--- config.mk ---
export PLATFORM = sky130hd
export DESIGN_NAME = riscv_inst_unpack_queue_flat
export DESIGN_NICKNAME = d
export VERILOG_FILES = /design/src/rtl/riscv_inst_unpack_queue_if.sv /design/src/rtl/riscv_inst_unpack_queue.sv /design/src/flat_wrapper.sv
export SDC_FILE = /design/constraint.sdc
export NUM_CORES = 1
export LEC_CHECK = 0
export ABC_AREA = 1
export BUFFER_PORTS_ARGS = -buffer_cell sky130_fd_sc_hd__clkbuf_2
export CAP_MARGIN = 0
export CORE_ASPECT_RATIO = 0.75
export CORE_MARGIN = 2
export CORE_UTILIZATION = 45
export DETAILED_ROUTE_END_ITERATION = 16
export PLACE_DENSITY = 0.67
export SLEW_MARGIN = 5
export SYNTH_ARGS = -nofsm -noshare
export SYNTH_HDL_FRONTEND = slang
export SYNTH_SLANG_ARGS = --single-unit
--- constraint.sdc ---
create_clock -name clk -period 5.62 [get_ports clk]
set_input_delay 0.562 -clock clk [delete_from_list [all_inputs] [get_ports clk]]
set_output_delay 0.562 -clock clk [all_outputs]
set_load 0.02 [all_outputs]
--- src/rtl/riscv_inst_unpack_queue_if.sv ---
// Handshake bundle for the instruction unpack queue: raw word in, decoded head entry out.
// The slave modport is the queue; the master modport is fetch plus the issue consumer.
interface riscv_inst_unpack_queue_if;
    logic        in_val;
    logic        in_rdy;
    logic [31:0] in_inst;
    logic        out_val;
    logic        out_rdy;
    logic [31:0] out_inst;
    logic [6:0]  out_opcode;
    logic [4:0]  out_rd;
    logic [2:0]  out_funct3;
    logic [4:0]  out_rs1;
    logic [4:0]  out_rs2;
    logic [6:0]  out_funct7;
    logic [2:0]  out_fmt;
    logic [31:0] out_imm;
    logic        out_illegal;

    modport slave (
        input  in_val, in_inst, out_rdy,
        output in_rdy, out_val, out_inst, out_opcode, out_rd, out_funct3,
               out_rs1, out_rs2, out_funct7, out_fmt, out_imm, out_illegal
    );

    modport master (
        output in_val, in_inst, out_rdy,
        input  in_rdy, out_val, out_inst, out_opcode, out_rd, out_funct3,
               out_rs1, out_rs2, out_funct7, out_fmt, out_imm, out_illegal
    );
endinterface

--- src/rtl/riscv_inst_unpack_queue.sv ---
// Decodes raw RISC-V instruction words into fields, format and immediate, and buffers
// the decoded entries in a small FIFO with val/rdy on both sides.
module riscv_inst_unpack_queue #(
    parameter int unsigned p_num_entries = 2,
    parameter int unsigned p_cnt_sz      = 16
) (
    input  logic                     clk,
    input  logic                     reset,
    riscv_inst_unpack_queue_if.slave q,
    output logic [p_cnt_sz-1:0]      illegal_cnt
);
    localparam int unsigned ptr_w = (p_num_entries > 1) ? $clog2(p_num_entries) : 1;
    localparam int unsigned cnt_w = ptr_w + 1;

    localparam logic [2:0] fmt_r   = 3'd0;
    localparam logic [2:0] fmt_i   = 3'd1;
    localparam logic [2:0] fmt_s   = 3'd2;
    localparam logic [2:0] fmt_sb  = 3'd3;
    localparam logic [2:0] fmt_u   = 3'd4;
    localparam logic [2:0] fmt_uj  = 3'd5;
    localparam logic [2:0] fmt_ill = 3'd7;

    typedef struct packed {
        logic [31:0] inst;
        logic [2:0]  fmt;
        logic [31:0] imm;
        logic        illegal;
    } entry_t;

    entry_t             mem [p_num_entries];
    entry_t             dec;
    entry_t             head;
    logic [ptr_w-1:0]   wr_ptr;
    logic [ptr_w-1:0]   rd_ptr;
    logic [cnt_w-1:0]   count;
    logic               live;
    logic               full;
    logic               empty;
    logic               enq;
    logic               deq;

    // Format classification and immediate reassembly of the incoming word
    always_comb begin
        dec         = '0;
        dec.inst    = q.in_inst;
        dec.fmt     = fmt_ill;
        dec.illegal = 1'b1;
        case (q.in_inst[6:0])
            7'b0110011: begin
                dec.fmt     = fmt_r;
                dec.illegal = 1'b0;
            end
            7'b0010011, 7'b0000011, 7'b1100111: begin
                dec.fmt     = fmt_i;
                dec.illegal = 1'b0;
                dec.imm     = {{20{q.in_inst[31]}}, q.in_inst[31:20]};
            end
            7'b0100011: begin
                dec.fmt     = fmt_s;
                dec.illegal = 1'b0;
                dec.imm     = {{20{q.in_inst[31]}}, q.in_inst[31:25], q.in_inst[11:7]};
            end
            7'b1100011: begin
                dec.fmt     = fmt_sb;
                dec.illegal = 1'b0;
                dec.imm     = {{19{q.in_inst[31]}}, q.in_inst[31], q.in_inst[7],
                               q.in_inst[30:25], q.in_inst[11:8], 1'b0};
            end
            7'b0110111, 7'b0010111: begin
                dec.fmt     = fmt_u;
                dec.illegal = 1'b0;
                dec.imm     = {q.in_inst[31:12], 12'b0};
            end
            7'b1101111: begin
                dec.fmt     = fmt_uj;
                dec.illegal = 1'b0;
                dec.imm     = {{11{q.in_inst[31]}}, q.in_inst[31], q.in_inst[19:12],
                               q.in_inst[20], q.in_inst[30:21], 1'b0};
            end
            default: ;
        endcase
    end

    assign full  = (count == cnt_w'(p_num_entries));
    assign empty = (count == '0);
    assign enq   = q.in_val && q.in_rdy;
    assign deq   = q.out_val && q.out_rdy;
    assign head  = mem[rd_ptr];

    // live keeps in_rdy low until the first edge after reset releases
    assign q.in_rdy      = live && !full;
    assign q.out_val     = !empty;
    assign q.out_inst    = head.inst;
    assign q.out_opcode  = head.inst[6:0];
    assign q.out_rd      = head.inst[11:7];
    assign q.out_funct3  = head.inst[14:12];
    assign q.out_rs1     = head.inst[19:15];
    assign q.out_rs2     = head.inst[24:20];
    assign q.out_funct7  = head.inst[31:25];
    assign q.out_fmt     = head.fmt;
    assign q.out_imm     = head.imm;
    assign q.out_illegal = head.illegal;

    // Queue storage, pointers, occupancy and the saturating illegal counter
    always_ff @(posedge clk or posedge reset) begin
        if (reset) begin
            for (int i = 0; i < int'(p_num_entries); i++) mem[i] <= '0;
            wr_ptr      <= '0;
            rd_ptr      <= '0;
            count       <= '0;
            live        <= 1'b0;
            illegal_cnt <= '0;
        end else begin
            live <= 1'b1;
            if (enq) begin
                mem[wr_ptr] <= dec;
                wr_ptr      <= wr_ptr + ptr_w'(1);
            end
            if (deq) begin
                rd_ptr <= rd_ptr + ptr_w'(1);
                if (head.illegal && (illegal_cnt != '1))
                    illegal_cnt <= illegal_cnt + p_cnt_sz'(1);
            end
            case ({enq, deq})
                2'b10:   count <= count + cnt_w'(1);
                2'b01:   count <= count - cnt_w'(1);
                default: ;
            endcase
        end
    end
endmodule

--- src/flat_wrapper.sv ---
// flat-port wrapper written by rule: the top's interface ports become plain ports
module riscv_inst_unpack_queue_flat 
#(
    parameter int unsigned p_num_entries = 2,
    parameter int unsigned p_cnt_sz      = 16
)
  (clk, reset, illegal_cnt, q_in_val, q_in_inst, q_out_rdy, q_in_rdy, q_out_val, q_out_inst, q_out_opcode, q_out_rd, q_out_funct3, q_out_rs1, q_out_rs2, q_out_funct7, q_out_fmt, q_out_imm, q_out_illegal);
  riscv_inst_unpack_queue_if q_i ();
  input  logic clk;
  input  logic reset;
  output logic [p_cnt_sz-1:0] illegal_cnt;
  input wire logic [$bits(q_i.in_val)-1:0] q_in_val;
  input wire logic [$bits(q_i.in_inst)-1:0] q_in_inst;
  input wire logic [$bits(q_i.out_rdy)-1:0] q_out_rdy;
  output wire logic [$bits(q_i.in_rdy)-1:0] q_in_rdy;
  output wire logic [$bits(q_i.out_val)-1:0] q_out_val;
  output wire logic [$bits(q_i.out_inst)-1:0] q_out_inst;
  output wire logic [$bits(q_i.out_opcode)-1:0] q_out_opcode;
  output wire logic [$bits(q_i.out_rd)-1:0] q_out_rd;
  output wire logic [$bits(q_i.out_funct3)-1:0] q_out_funct3;
  output wire logic [$bits(q_i.out_rs1)-1:0] q_out_rs1;
  output wire logic [$bits(q_i.out_rs2)-1:0] q_out_rs2;
  output wire logic [$bits(q_i.out_funct7)-1:0] q_out_funct7;
  output wire logic [$bits(q_i.out_fmt)-1:0] q_out_fmt;
  output wire logic [$bits(q_i.out_imm)-1:0] q_out_imm;
  output wire logic [$bits(q_i.out_illegal)-1:0] q_out_illegal;
  assign q_i.in_val = q_in_val;
  assign q_i.in_inst = q_in_inst;
  assign q_i.out_rdy = q_out_rdy;
  assign q_in_rdy = q_i.in_rdy;
  assign q_out_val = q_i.out_val;
  assign q_out_inst = q_i.out_inst;
  assign q_out_opcode = q_i.out_opcode;
  assign q_out_rd = q_i.out_rd;
  assign q_out_funct3 = q_i.out_funct3;
  assign q_out_rs1 = q_i.out_rs1;
  assign q_out_rs2 = q_i.out_rs2;
  assign q_out_funct7 = q_i.out_funct7;
  assign q_out_fmt = q_i.out_fmt;
  assign q_out_imm = q_i.out_imm;
  assign q_out_illegal = q_i.out_illegal;
  riscv_inst_unpack_queue #(.p_num_entries(p_num_entries), .p_cnt_sz(p_cnt_sz)) u_core (.clk(clk), .reset(reset), .q(q_i), .illegal_cnt(illegal_cnt));
endmodule
**Word-level counts from Yosys, hierarchy flattened**

Cells that the tools add are included.

- Bits in registers: 157
- Word-level logic and storage cells: 59
- Output and inout port bits: 118

- Bitwise gates (word level): 2
- Equal/unequal tests: 13
- Mux-type cells: 10
- $add $sub $neg: 5
- Magnitude comparators: 3
- Reductions and logical operators: 13

Operator list:

| operator | count |
|---|---|
| 68-bit two-way mux | 4 |
| 32-bit one-hot mux with 5 select lines | 1 |
| 136-bit bitwise mux | 1 |
| 68-bit demux with 1-bit select | 1 |
| 7-bit by 6-bit == test with 1-bit output, second input constant | 3 |
| 7-bit == test, second input constant | 3 |
| 3-bit one-hot mux with 6 select lines | 1 |
| 16-bit by 1-bit adder with 16-bit output, second input constant | 1 |
| 16-bit != test, second input constant | 1 |
| 7-bit by 5-bit == test with 1-bit output, second input constant | 2 |
| 9-bit OR reduction | 1 |
| 7-bit by 2-bit == test with 1-bit output, second input constant | 1 |
| 1-bit logical AND | 5 |
| 2-bit == test, second input constant | 2 |
| 2-bit greater-or-equal comparator, second input constant | 2 |
| 1-bit NOT with 2-bit output | 2 |
| 2-bit one-hot mux with 2 select lines | 1 |
| 3-bit OR reduction | 1 |
| 1-bit adder, second input constant | 2 |
| 2-bit by 1-bit adder with 2-bit output, second input constant | 1 |
| 2-bit by 1-bit == test with 1-bit output, second input constant | 1 |
| 1-bit zero test | 2 |
| 2-bit zero test | 1 |
| 2-bit by 1-bit < comparator with 1-bit output, second input constant | 1 |
| other kinds (5) | 5 |

**Logic depth before layout (Yosys ltp)**

Gate-level depths: netlist (run 1).

- Depth after elaboration: 6
- Depth in mapped cells: 11
- Mapped depth without buffers: 10

**Worst setup path before layout (run 1)**

No wires, ideal clock.

- Path type: reg-to-output
- From: register u_core.rd_ptr
- To: output q_out_inst[25]
- Buffers on the path: 3
- Required time: 5.058 ns
- Arrival: 1.473 ns
- Path slack: 3.585 ns
- Stages on the path, launching flop included: 5
- Cell sequence: dfrtp_1 -> buf_4 -> clkbuf_1 -> o21ai_0 -> buf_4

- Longest elaborated chain between the ends: 4

RTL lines:

| what | RTL line | RTL |
|---|---|---|
| start: declaration | riscv_inst_unpack_queue.sv:34 | `logic [ptr_w-1:0] rd_ptr;` |
| start signal: assignment | riscv_inst_unpack_queue.sv:120 | `rd_ptr <= rd_ptr + ptr_w'(1);` |
| 1-bit NOT with 2-bit output (implied by the code) | riscv_inst_unpack_queue.sv:88 | `assign head = mem[rd_ptr];` |
| 68-bit two-way mux (implied by the code) (3 in a row) | riscv_inst_unpack_queue.sv:88 |  |
| end: declaration | flat_wrapper.sv:17 | `output wire logic [$bits(q_i.out_inst)-1:0] q_out_inst;` |

No other way between the ends. The select of a mux whose other input is x is not followed.

**Worst setup path after layout (run 1)**

- From: register u_core.rd_ptr
- To: output q_out_illegal

- Longest elaborated chain between the ends: 4

RTL lines:

| what | RTL line | RTL |
|---|---|---|
| 1-bit NOT with 2-bit output (implied by the code) | riscv_inst_unpack_queue.sv:88 |  |
| 68-bit two-way mux (implied by the code) (3 in a row) | riscv_inst_unpack_queue.sv:88 |  |
| end: declaration | flat_wrapper.sv:26 | `output wire logic [$bits(q_i.out_illegal)-1:0] q_out_illegal;` |

No other way between the ends. The select of a mux whose other input is x is not followed.

==> results of run 1 <==
-- synth_stat cells, drive strengths merged --
| cell type | instances | area [um2] |
|---|---|---|
| xnor2 | 8 | 70.1 |
| inv | 66 | 248 |
| nand4 | 2 | 12.5 |
| buf | 66 | 439 |
| nor3 | 2 | 10.0 |
| nand3 | 59 | 310 |
| dfrtp | 157 | 3930 |
| nand2 | 564 | 2130 |
| ha | 2 | 25.0 |
| o21bai | 6 | 45.0 |
| xor2 | 6 | 52.6 |
| conb | 1 | 3.75 |
| nor2 | 64 | 272 |
| o21ai | 86 | 430 |
| a21boi | 1 | 18.8 |
| a21oi | 1 | 5.00 |
| clkbuf | 22 | 82.6 |
| nand3b | 2 | 15.0 |
| clkinv | 2 | 7.51 |
| or2 | 1 | 6.26 |
-- flip-flops by register name, summed over array words and instances, names as in the netlist --
name and count:
u_core.live 1, u_core.count 2, u_core.illegal_cnt 16, u_core.mem 136
u_core.wr_ptr 1, u_core.rd_ptr 1
-- power groups by stage --
| stage | clock, mW | combinational [mW] | sequential, mW |
|---|---|---|---|
| 6_report | 1.12 | 1.90 | 1.64 |
| 5_1_grt | 1.19 | 2.11 | 1.68 |
| 3_5_place_dp | 0 | 1.92 | 1.65 |
| 2_1_floorplan | 0 | 1.53 | 1.63 |
| 3_3_place_gp | 0 | 1.90 | 1.64 |
| 4_1_cts | 1.13 | 1.93 | 1.64 |
-- routing by layer --
metal  vias up  global-route usage (%)  share of wire (%)
met3        19                    4.56                5.8
met5         -                       0                  0
met1      3312                    34.1                 51
li1       3569                       -                  -
met2       211                    32.9                 42
met4         0                    6.14                1.4
-- cell type report --
class,count,share of cell area (%)
clock buffers,19,4.86
clock inverters,13,1.24
inverters,68,2.79
multi-input cells,805,36.9
flip-flops and latches,157,42.2
well taps,242,3.25
repair buffers,160,8.79
-- final timing paths --
kind | startpoint | endpoint
max in group asynchronous | reset | u_core.mem[31]$_DFFE_PP0P_
max reg2reg | u_core.count[0]$_DFFE_PP0P_ | u_core.mem[7]$_DFFE_PP0P_
max | u_core.rd_ptr$_DFFE_PP0P_ | q_out_illegal
min | reset | u_core.mem[51]$_DFFE_PP0P_
min in group clk | q_in_inst[0] | u_core.mem[104]$_DFFE_PP0P_
min reg2reg | u_core.mem[94]$_DFFE_PP0P_ | u_core.mem[94]$_DFFE_PP0P_
-- worst reg2reg max path, delay by kind of cell (launching register included) --
kind | cells | cell delay, ns
AOI/OAI and AO/OA | 1 | 0.08
DFF | 1 | 0.42
and+or+nand+nor | 3 | 0.25
buffers and inverters | 4 | 1.66
-- cell families (layout without fill, tap and decap cells) --
group	after synthesis	in the layout	synth area share [%]
AO/OA/AOI/OAI	94	94	6.15
XOR/XNOR	14	14	1.51
adder cells (fa/ha/maj)	2	2	0.308
buffers and inverters	156	260	9.57
flip-flops	157	157	48.4
other	1	1	0.0462
AND/OR/NAND/NOR	694	694	34.0
==> metrics.cfg, run 1 <==
[status]
outcome = completed

[route]
firstDrtPassIters = 5
antenna_left = 0
routed_wirelength_um = 20700
drcViolationCount = 0
routed_via_density = 4.86
dr.first_iter.drc_count = 667
wl_per_cell_um = 14.1
dr_total_vias = 7111

[die]
dieWidth_um = 159
core_area_um2 = 17700
initial_core_util_pct = 46.0
dieHeight_um = 120
std_cell_rows = 42
dieArea_um2 = 19100
ios = 154

[yosys]
ys_ff_latch = 157
syn_area_um2 = 8120
synthDistinctLibCells = 30
avgSynthCellArea_um2 = 7.26
synth_nets = 1156
ys_warn_count = 0
yosysSeqAreaShare_pct = 48.4
synth_cells = 1118

[critical_path]
critPathKind = reg2out
cp_slowest_cell = inv_2
critPathRequiredTime_ns = 5.06
path_depth = 6
reg2reg_slack_ns = 3.09
worstSetupEndpointType = output port
arrival_ns = 2.24
critPathLaunchType = register
crit_buf_inv = 4
cp_slowest_stage_delay_ns = 0.50
cp_cell_sequence = inv_2 -> buf_4 -> or2_0 -> o21ai_1 -> inv_1 -> clkbuf_2
crit_family = buffers and inverters
cp_max_fo = 32
reg2reg_depth = 8

[sta]
maxSlewViolCount = 0
relSlewSlack_pct = 32.5
hold_violations = 0
setup_viol = 0
fmax_ghz = 0.357
layout_setup_ws_ns = 2.82
worstMarginPinSlew_ns = 1.01
period_share_pct = 49.8
rsz0062_at_grt = false
timing.hold.ws_ns = 0.361
skew_ns = 0.00693
period_minus_slack_ns = 2.80
finalSetupTns_ns = 0

[place]
dpl_worst_slack_ns = 2.92
hpwl_um = 13700
place_congestion = 0.861
numPortBuffers = 153
place_area_um2 = 8740
dp.cells = 1432

[clock_tree]
ctsHoldBuffers = 0
cts_max_path_buffers = 2
htreeDepth = 4
post_cts_buffers = 0
cts_resized = 0
tritoncts = yes
clkTransAtPathRegs_ns = 0.06
cts_buffers = 17
insertion_delay_ns = 0.42
cts_root_buf = clkbuf_16
cts.sinks = 157

[finish]
final_cell_mix = nand2_1, dfrtp_1, clkbuf_2, o21ai_0, nor2_1
stdcell_count = 1464
nNetsFinal = 1247
drive_above_1_share_pct = 18.0
num_antenna_cells = 0
fillers = 1752
final_util_pct = 52.7
design_area_um2 = 9310
seq_area_um2 = 3930
final_common_cell = nand2_1
multi_input_area_um2 = 3430
area_growth_pct = 14.7

[pwr]
pwr-share-comb_pct = 40.9
clock_power_share_pct = 24.0
power_mw = 4.66
p_leak_nw = 5.43
p_per_area_nw_per_um2 = 500
power.internal_mw = 2.64
seqPwrFrac_pct = 35.2
ir_drop_mv = 0.312
switching_share_pct = 43.3
p_switching_mw = 2.02

[grt]
grt_max_degree = 113
grt_pass1_vias = 6600
track_usage_pct = 22.6
grt_first_pass_wirelength_um = 34600
gr-total-overflow = 0
grt_antenna_before_repair = 1

[job]
max_cap_violations = 0

[worst_hold_path]
hold_path.class = in2async

(Power assumes the default switching activity.)
==> run 2, diff against run 1 <==
Settings changed: ABC_AREA 1 to 0, PLACE_DENSITY 0.67 to 0.68.
Clock period 5.62 ns to 2.85 ns, I/O delays scaled along.
==> metrics.cfg, run 2 <==
[grt]
grt_pass1_vias = 5493  ; was 6600
track_usage_pct = 21.2  ; was 22.6%
gr-total-overflow = 0  ; unchanged
grt_max_degree = 104  ; was 113
grt_antenna_before_repair = 0  ; was 1
grt_first_pass_wirelength_um = 29300  ; was 34600 um

[clock_tree]
cts.sinks = 157  ; unchanged
clkTransAtPathRegs_ns = 0.06  ; about the same
tritoncts = yes  ; unchanged
insertion_delay_ns = 0.42  ; about the same
cts_buffers = 17  ; unchanged
cts_resized = 0  ; unchanged
cts_root_buf = clkbuf_16  ; unchanged
ctsHoldBuffers = 0  ; unchanged
cts_max_path_buffers = 2  ; unchanged
post_cts_buffers = 0  ; unchanged
htreeDepth = 4  ; unchanged

[critical_path]
critPathLaunchType = register  ; unchanged
arrival_ns = 2.01  ; was 2.24 ns
cp_max_fo = 48  ; was 32
worstSetupEndpointType = output port  ; unchanged
reg2reg_slack_ns = 0.85  ; was 3.09 ns
critPathKind = reg2out  ; unchanged
critPathRequiredTime_ns = 2.57  ; was 5.06 ns

[job]
max_cap_violations = 0  ; unchanged

[die]
std_cell_rows = 40  ; was 42
core_area_um2 = 16100  ; was 17700 um2
dieArea_um2 = 17600  ; was 19100 um2
ios = 154  ; unchanged
dieHeight_um = 115  ; was 120 um
dieWidth_um = 152  ; was 159 um
initial_core_util_pct = 46.2  ; was 46.0%

[pwr]
p_per_area_nw_per_um2 = 1190  ; was 500 nW/um2
power_mw = 10.3  ; was 4.66 mW
pwr-share-comb_pct = 44.4  ; was 40.9%
p_leak_nw = 4.31  ; was 5.43 nW
clock_power_share_pct = 20.5  ; was 24.0%
p_switching_mw = 4.22  ; was 2.02 mW
seqPwrFrac_pct = 35.0  ; was 35.2%
switching_share_pct = 40.8  ; was 43.3%
ir_drop_mv = 0.728  ; was 0.312 mV
power.internal_mw = 6.11  ; was 2.64 mW

[yosys]
synthDistinctLibCells = 51  ; was 30
ys_ff_latch = 157  ; unchanged
synthArstFlopShare_pct = 100  ; unchanged
syn_area_um2 = 7430  ; was 8120 um2
synth.area.top_cells = dfrtp_1, mux2_2, nand2_1  ; was dfrtp_1, nand2_1, o21ai_0
synth_edf_count = 0  ; unchanged
synth_top_area_share_pct = 52.9  ; was 48.4%
ys.flop_type = dfrtp_1  ; unchanged
yosysTopAreaCell = dfrtp_1  ; unchanged
synth_cells = 761  ; was 1118
yosysSeqAreaShare_pct = 52.9  ; was 48.4%
yosysMostFrequentCell = nand2_1  ; unchanged
ys_warn_count = 0  ; unchanged
avgSynthCellArea_um2 = 9.76  ; was 7.26 um2
synth_nets = 799  ; was 1156
synth_common_cells = nand2_1, dfrtp_1, mux2_2  ; was nand2_1, dfrtp_1, o21ai_0

[sta]
period_share_pct = 80.5
finalSetupTns_ns = 0  ; unchanged
hold_violations = 0  ; unchanged
layout_setup_ws_ns = 0.557  ; was 2.82 ns
setup_viol = 0  ; unchanged
timing.hold.ws_ns = 0.00811  ; was 0.361 ns
relSlewSlack_pct = 36.1  ; was 32.5%
fmax_ghz = 0.436
worstMarginPinSlew_ns = 0.958  ; was 1.01 ns
skew_ns = 0.0123  ; was 0.00693 ns
period_minus_slack_ns = 2.29
maxSlewViolCount = 0  ; unchanged
rsz0062_at_grt = false  ; unchanged

[finish]
fillers = 1427  ; was 1752
final_cell_mix = nand2_1, dfrtp_1, clkbuf_2, mux2_2, a21oi_1  ; was nand2_1, dfrtp_1, clkbuf_2, o21ai_0, nor2_1
num_antenna_cells = 0  ; unchanged
area_growth_pct = 17.3  ; was 14.7%
nNetsFinal = 908  ; was 1247
final_util_pct = 54.2  ; was 52.7%
seq_area_um2 = 3930  ; about the same
final_common_cell = nand2_1  ; unchanged
largest-register = u_core.mem  ; unchanged
multi_input_area_um2 = 3060  ; was 3430 um2
stdcell_count = 1091  ; was 1464
reg_top3 = u_core.mem (136), u_core.illegal_cnt (16), u_core.count (2)  ; unchanged
design_area_um2 = 8710  ; was 9310 um2
drive_above_1_share_pct = 32.5  ; was 18.0%
largest_reg_flops = 136  ; unchanged

[route]
wl_per_cell_um = 16.3  ; was 14.1 um
dr.first_iter.drc_count = 367  ; was 667
firstDrtPassIters = 4  ; was 5
routed_wirelength_um = 17700  ; was 20700 um
drcViolationCount = 0  ; unchanged
routed_via_density = 5.15  ; was 4.86
dr_total_vias = 5622  ; was 7111
antenna_left = 0  ; unchanged

[place]
dp.cells = 1061  ; was 1432
hpwl_um = 12200  ; was 13700 um
dpl_worst_slack_ns = 0.794  ; was 2.92 ns
place_area_um2 = 8170  ; was 8740 um2
numPortBuffers = 153  ; unchanged
place_congestion = 0.773  ; was 0.861

[status]
outcome = completed  ; unchanged

[worst_hold_path]
hold_path.class = in2async  ; unchanged

## run 2: logic make-up (layout without fill, tap and decap cells)
kind of cell	Yosys count	count (layout)	share of synthesized area (%)
DFF	157	157	52.9
AOI/OAI and AO/OA	95	95	7.55
and+or+nand+nor	324	324	18.6
xor gates and xnor gates	17	17	2.00
adders and majority gates	2	2	0.337
buffers and inverters	83	203	6.06
other	1	1	0.0505
muxes	82	82	12.4
## run 2: worst paths after layout
path,startpoint,endpoint,depth (start not counted)
hold reg to reg,u_core.mem[37]$_DFFE_PP0P_,u_core.mem[37]$_DFFE_PP0P_,2
hold / removal,reset,u_core.mem[133]$_DFFE_PP0P_,3
min in group clk,q_in_inst[14],u_core.mem[50]$_DFFE_PP0P_,3
setup / recovery,u_core.rd_ptr$_DFFE_PP0P_,q_out_imm[2],3
setup reg to reg,u_core.count[0]$_DFFE_PP0P_,u_core.mem[21]$_DFFE_PP0P_,4
max in group asynchronous,reset,u_core.rd_ptr$_DFFE_PP0P_,3
## run 2: critical path: stages (launching register included)
cell	delay, ns
dfrtp_4	0.64
buf_12	0.33
mux2_2	0.42
clkbuf_2	0.17
## run 2: per-layer routing
metal,GRT usage (%),wire length [um],vias up
met5,0,0,-
met4,4.61,151,0
met3,5.13,974,10
met2,31.8,7840,160
met1,31.3,8770,2728
li1,-,-,2724
## run 2: cell type report
cell class                 instances  share of cell area, %
tap                              210                   3.02
sequential                       157                   45.1
clock buffer                      24                   5.53
timing repair buffer             165                   10.1
inverter                           8                  0.388
multi-input combinational        521                   35.1
clock inverter                     6                  0.733
## run 2: power groups by stage
stage | sequential, mW | combinational, mW | clock [mW]
2_1_floorplan | 3.50 | 3.69 | 0
3_3_place_gp | 3.62 | 4.57 | 0
3_5_place_dp | 3.65 | 4.62 | 0
4_1_cts | 3.62 | 4.64 | 2.16
5_1_grt | 3.74 | 4.99 | 2.28
6_report | 3.62 | 4.59 | 2.12
